==> src/rtl/mem_access.sv <==
// mem_access: single-outstanding load/store sequencer between the core and a
// word-wide RAM. Aligns store data into byte lanes, builds byte enables,
// waits (unbounded) for the RAM handshake and extends load data.
module mem_access #(
  parameter int LEN  = 32,
  parameter int BE_W = 4
) (
  input  logic            clk,
  input  logic            reset,
  input  logic            start,
  input  logic            is_store,
  input  logic [2:0]      funct3,
  input  logic [LEN-1:0]  addr,
  input  logic [LEN-1:0]  wdata,
  output logic            mem_req,
  output logic            mem_we,
  output logic [LEN-1:0]  mem_addr,
  output logic [LEN-1:0]  mem_wdata,
  output logic [BE_W-1:0] mem_be,
  input  logic            mem_ready,
  input  logic [LEN-1:0]  mem_rdata,
  output logic [LEN-1:0]  rdata,
  output logic            done,
  output logic            busy,
  output logic            err
);

  typedef enum logic [1:0] {IDLE, REQ, DONE} state_t;

  state_t          state, state_nxt;
  logic            legal;
  logic [BE_W-1:0] be_in;
  logic [LEN-1:0]  wd_in;
  logic            st_q;
  logic [2:0]      f3_q;
  logic [1:0]      off_q;
  logic [LEN-1:0]  lane;
  logic [LEN-1:0]  ld_val;

  // Legality of the incoming request: size/alignment and store-vs-unsigned.
  always_comb begin
    legal = 1'b1;
    case (funct3)
      3'b000:  legal = 1'b1;
      3'b001:  legal = ~addr[0];
      3'b010:  legal = (addr[1:0] == 2'b00);
      3'b100:  legal = ~is_store;
      3'b101:  legal = ~is_store & ~addr[0];
      default: legal = 1'b0;
    endcase
  end

  // Store lane replication and byte enables; loads always read the full word.
  always_comb begin
    be_in = '1;
    wd_in = wdata;
    if (is_store) begin
      case (funct3[1:0])
        2'b00: begin
          wd_in = {4{wdata[7:0]}};
          be_in = BE_W'(4'b0001) << addr[1:0];
        end
        2'b01: begin
          wd_in = {2{wdata[15:0]}};
          be_in = BE_W'(4'b0011) << addr[1:0];
        end
        default: begin
          wd_in = wdata;
          be_in = '1;
        end
      endcase
    end
  end

  // Next-state logic; start outside IDLE is simply not looked at.
  always_comb begin
    state_nxt = state;
    case (state)
      IDLE:    if (start && legal) state_nxt = REQ;
      REQ:     if (mem_ready)      state_nxt = DONE;
      DONE:    state_nxt = IDLE;
      default: state_nxt = IDLE;
    endcase
  end

  // State register.
  always_ff @(posedge clk or negedge reset) begin
    if (!reset) state <= IDLE;
    else        state <= state_nxt;
  end

  assign mem_req = (state == REQ);
  assign mem_we  = (state == REQ) & st_q;
  assign done    = (state == DONE);
  assign busy    = (state != IDLE);

  // Capture the request on start in IDLE; held stable through REQ.
  always_ff @(posedge clk or negedge reset) begin
    if (!reset) begin
      st_q      <= 1'b0;
      f3_q      <= 3'b000;
      off_q     <= 2'b00;
      mem_addr  <= '0;
      mem_wdata <= '0;
      mem_be    <= '0;
    end else if (state == IDLE && start) begin
      st_q      <= is_store;
      f3_q      <= funct3;
      off_q     <= addr[1:0];
      mem_addr  <= {addr[LEN-1:2], 2'b00};
      mem_wdata <= wd_in;
      mem_be    <= be_in;
    end
  end

  // One-cycle error pulse for a rejected request; FSM stays in IDLE.
  always_ff @(posedge clk or negedge reset) begin
    if (!reset) err <= 1'b0;
    else        err <= (state == IDLE) && start && !legal;
  end

  // Shift the addressed lane down and extend by access size.
  always_comb begin
    lane = mem_rdata >> {off_q, 3'b000};
    case (f3_q)
      3'b000:  ld_val = {{(LEN-8){lane[7]}}, lane[7:0]};
      3'b100:  ld_val = {{(LEN-8){1'b0}}, lane[7:0]};
      3'b001:  ld_val = {{(LEN-16){lane[15]}}, lane[15:0]};
      3'b101:  ld_val = {{(LEN-16){1'b0}}, lane[15:0]};
      default: ld_val = mem_rdata;
    endcase
  end

  // Load result register; only a completing load updates it.
  always_ff @(posedge clk or negedge reset) begin
    if (!reset)                               rdata <= '0;
    else if (state == REQ && mem_ready && !st_q) rdata <= ld_val;
  end

endmodule

==> config.mk <==
export PLATFORM = sky130hd
export DESIGN_NAME = mem_access
export DESIGN_NICKNAME = d
export VERILOG_FILES = /design/src/rtl/mem_access.sv
export SDC_FILE = /design/constraint.sdc
export NUM_CORES = 1
export LEC_CHECK = 0
export CORE_MARGIN = 10
export CORE_UTILIZATION = 39
export DETAILED_ROUTE_END_ITERATION = 8
export PLACE_DENSITY_LB_ADDON = 0.15
export SLEW_MARGIN = 0
export SYNTH_ARGS = -nofsm -noshare
export SYNTH_HDL_FRONTEND = slang
export SYNTH_SLANG_ARGS = --single-unit
==> constraint.sdc <==
create_clock -name clk -period 1.5 [get_ports clk]
set_input_delay 0.225 -clock clk [delete_from_list [all_inputs] [get_ports clk]]
set_output_delay 0.225 -clock clk [all_outputs]
set_load 0.02 [all_outputs]
## Yosys cells after proc, flatten, opt, wreduce, memory -nomap -nowiden

Index checks and enable logic that the tools add are counted.

- Input port bits: 104
- Output and inout bits: 105
- Word-level logic and storage cells: 51
- Register bits after elaboration: 107

- Bitwise operators: 4
- Shifts and indexed selects: 3
- Equal/unequal tests: 12
- Mux-type cells: 9
- Reduce and logical (&&, ||, !) cells: 14

Operators by type and width:

| operator | number |
|---|---|
| $pmux 32 s4 | 1 |
| $pmux 32 s2 | 1 |
| $mux 32 | 1 |
| $shr 32x5->16 | 1 |
| $eq 3x3->1 const B | 4 |
| $pmux 4 s2 | 1 |
| $eq 3x1->1 const B | 2 |
| $logic_not 2->1 | 3 |
| $logic_not 3->1 | 2 |
| $logic_and 1x1->1 | 5 |
| $pmux 1 s5 | 1 |
| $eq 2x1->1 const B | 2 |
| $mux 2 | 2 |
| $mux 4 | 1 |
| $pmux 2 s2 | 1 |
| $shl 1x2->4 const A | 1 |
| $shl 2x2->4 const A | 1 |
| $eq 3x2->1 const B | 1 |
| $and 1x1->1 | 2 |
| $eq 2x2->1 const B | 1 |
| $logic_not 1->1 | 2 |
| $ne 2x1->1 const B | 1 |
| $ne 2x2->1 const B | 1 |
| $not 1->1 | 2 |
| other kinds (2) | 2 |

## Depth between registers and ports, before layout

- Depth after elaboration: 6
- Depth in mapped cells: 7
- Gate-level depth less buffers: 4

## Worst setup path before layout

OpenSTA, ideal clock, no wires.

- Path type: flip-flop to flip-flop
- Start point: register state[1]
- End point: register rdata[19]
- Data arrival time: 1484 ps
- Setup time: 80 ps
- Required time: 1420 ps
- Period minus slack after synthesis: 1565 ps
- Buffers on the path: 2
- Setup slack: -65 ps
- Cell stages (with the launch flop): 7
- Cell sequence: dfrtp_1 -> nor2b_4 -> nand3b_4 -> or3_1 -> buf_2 -> buf_6 -> o22ai_2

- Longest elaborated chain between the ends: 3

RTL lines:

| what | line | RTL |
|---|---|---|
| from (decl) | 30 | `state_t state, state_nxt;` |
| from (signal assigned) | 89 | `else state <= state_nxt;` |
| $eq 2x1->1 | n/a |  |
| via mem_req | 15 | `output logic mem_req,` |
| $logic_and 1x1->1 (2 in series) | 137 | `else if (state == REQ && mem_ready && !st_q) rdata <= ld_val;` |
| to (signal assigned) | 137 |  |
| to (decl) | 22 | `output logic [LEN-1:0] rdata,` |

The timed path passes the listed nets, and every way through them passes these cells.
A chain may end at the register's enable or synchronous reset.

## Worst setup path after layout

- Start point: register off_q[1]
- End point: register rdata[30]

- Longest elaborated chain between the ends: 2

RTL lines:

| what | line | RTL |
|---|---|---|
| from (decl) | 36 | `logic [1:0] off_q;` |
| from (signal assigned) | 109 | `off_q <= addr[1:0];` |
| $shr 32x5->16 | 124 | `lane = mem_rdata >> {off_q, 3'b000};` |
| $pmux 32 s4 | 125 | `case (f3_q)` |

Every way passes these cells.

==> flow_summary.toml <==
[routing]
routed_via_density = 5.06
drt_iter0_drc = 269
drc = 0
wl_per_cell_um = 18.8
antenna_left = 0
drtPass1Iterations = 4
via_count = 4821
routed_wl_um = 17900

[global_routing]
overflow = 0
grt_pass1_wl_um = 26700
grt_usage_pct = 18.4
antenna_found_initial = 0
grt_pass1_vias = 4953
grt_max_degree = 86

[placed_design]
gp_congestion = 0.877
portBuffers = 206
dp_hpwl_um = 12700

[worst_setup_path]
critPathCaptureType = "flop"
path_delay_family = "flip-flops"
critPathKind = "reg -> reg"
cp_max_fo = 16
crit_arrival_ns = 1.83
path_cells = "mux2i_4 -> buf_6 -> nor3_2 -> a211oi_4 -> buf_12 -> o22ai_1"
worst-path-buf-inv = 2
cp.required_ns = 1.73
crit_slowest_cell = "dfrtp_2"
crit_path_max_incr_delay_ns = 0.48
cp-start-kind = "flop"

[flow_run]
drv_cap = 0

[clocking]
postCtsSetupBuffers = 0
path_clk_slew_ns = 0.07
cts-root-buf = "clkbuf_16"
clockBufferDepth = 2
cts.htree.levels = 3
cts_tree = "done"
cts_made_buffers = 9
clk_latency_ns = 0.35
cts_sinks = 107

[finish]
final.fill_count = 1088
area_growth_pct = 59.5
layout-drive-gt1-share_pct = 14.4
final_cell_mix = "173 x nand2_1, 104 x dfrtp_1, 102 x clkdlybuf4s50_1, 99 x dlygate4sd2_1"
insertedDiodeCount = 0
layout_commonest_cell = "nand2_1"
nets = 880

[min_path]
hp-class = "in -> async"

[timing]
period_share_pct = 107
report.final.slew_viol_count = 0
fin_skew_ns = 0.00707
hold_viol = 0
fin_crit_ns = 1.60
finalSetupTns_ns = -1.65
rsz0062_at_grt = "yes"
hold_ws_ns = 0.336
report.final.setup_viol = 23
finalWorstSetupSlack_ns = -0.105
timing.fmax_mhz = 623

[floorplan]
pin_count = 209
die_h_um = 134
initial_utilization_pct = 39.9
die_width_um = 134
core-area_mm2 = 0.0127
rows = 41
dieArea_mm2 = 0.0179

[synthesis]
ys_seq_elements = 107
synth_top_family_by_area = "simple AND/OR/NAND/NOR gates"
postSynthAreaPerCell_um2 = 9.25
syn_area_mm2 = 0.00505
synth_xor_area_share_pct = 0
synth_cell_type_count = 40
synth_compound_area_share_pct = 15.8
yosysWarnings = 0
synth.largest_area_cell = "dfrtp_1"
synthSimpleGateAreaFrac_pct = 19.6
yosys-top-cells-area = "dfrtp_1 53%, nand2_1 13%, mux2i_1 6.5%"
syn_inst = 546
yosysTopAreaCellShare_pct = 53.0
synth_ff_type = "dfrtp_1"
synth_fa_ha_area_share_pct = 0
synth_edf_count = 0
synth-async-reset-ratio_pct = 100
ys_seq_area_share_pct = 53.0
muxShareOfSynthArea_pct = 7.26

[power]
clkPwrFrac_pct = 19.1
power_frac_seq_pct = 37.2
p_int_mw = 7.06
ir_drop_mv = 0.669
switchingPower_mw = 4.37
switching_share_pct = 38.2
p_comb_share_pct = 43.7
p_leak_nw = 3.82
total_power_mw = 11.4
power_density_mw_per_mm2 = 1420

[run_status]
status = "finished, violations left"
violations = "negative setup slack"
-- power by group through the flow --
stage / Combinational [mW] / Clock [mW] / Sequential (mW)
after floorplan: 1.57 / 0 / 5.25
after global placement: 5.26 / 0 / 4.28
after detailed placement: 5.33 / 0 / 4.31
after CTS: 4.78 / 2.24 / 4.24
after global routing: 5.40 / 2.38 / 4.36
final: 4.99 / 2.19 / 4.25
-- what timing repair did --
item	in CTS	in global routing
hold buffers	1	0
pin swaps	3	1
setup endpoints to repair	144	99
gates resized for setup	126	41
endpoints found under the hold margin	20	0
cloned	0	8
-- sequential cells by signal, indices dropped and copies added, names as in the netlist --
signal	cells
off_q	2
state	2
st_q	1
mem_be	4
err	1
rdata	32
f3_q	3
mem_wdata	32
mem_addr	30
-- area by class of cell --
type                       count  area, um2  area share (%)
clock buffer                  13        250            3.11
clock inverter                 2       12.5           0.155
inverter                       4       15.0           0.186
multi-input combinational    394       2310            28.7
sequential                   107       2680            33.3
tap                          172        215            2.67
timing repair buffer         260       2560            31.8
-- cell usage after synthesis (all sizes together) (7+ instances only) --
cell	n
nor2	30
nand3b	10
o22ai	24
a21oi	36
a2bb2oi	7
buf	21
nand2	174
o21ai	45
o2bb2ai	7
clkbuf	22
mux2i	34
dfrtp	107
-- worst reg2reg max path: cells and delay by family (launching register included) --
| family | cells | cell delay, ns |
|---|---|---|
| simple gates | 1 | 0.04 |
| buf+inv | 2 | 0.33 |
| mux | 1 | 0.32 |
| compound gates | 2 | 0.31 |
| flops | 1 | 0.48 |
-- cell families (layout without fill, tap and decap cells) --
| logic type | after synthesis | after routing |
|---|---|---|
| AOI/OAI and AO/OA | 125 | 125 |
| buffers and inverters | 47 | 279 |
| DFF | 107 | 107 |
| muxes | 36 | 36 |
| other | 1 | 2 |
| and+or+nand+nor | 230 | 231 |
-- path summary, 6_finish.rpt --
| check | depth (start not counted) | start | slack, ns | end |
|---|---|---|---|---|
| hold / removal | 2 | reset | 0.34 | rdata[1]$_DFFE_PN0P_ |
| max in group asynchronous | 3 | reset | 0.60 | rdata[25]$_DFFE_PN0P_ |
| setup / recovery | 6 | off_q[1]$_DFFE_PN0P_ | -0.10 | rdata[30]$_DFFE_PN0P_ |
| hold reg to reg | 2 | mem_addr[26]$_DFFE_PN0P_ | 0.46 | mem_addr[26]$_DFFE_PN0P_ |
| setup reg to reg | 6 | off_q[1]$_DFFE_PN0P_ | -0.10 | rdata[30]$_DFFE_PN0P_ |
| min in group clk | 3 | addr[4] | 0.40 | mem_addr[4]$_DFFE_PN0P_ |
-- metal layers --
| metal | track usage, % | routed length (um) |
|---|---|---|
| met1 | 21.4 | 7100 |
| met3 | 9.19 | 1920 |
| met4 | 4.66 | 230 |
| met2 | 29.7 | 8670 |
| met5 | 0 | 0 |
-- per-stage QoR --
step	util [%]	std cells	area (um2)	worst slack [ns]
6_report	63.6	952	8050	-0.105
5_1_grt	63.6	952	8050	-0.137
4_1_cts	61.4	944	7780	-0.0645
3_5_place_dp	60.3	930	7630	-0.314
3_3_place_gp	60.3	930	7630	-0.233
2_1_floorplan	-	547	5060	-0.0629
Note: power is estimated with default switching activity, not from simulation.
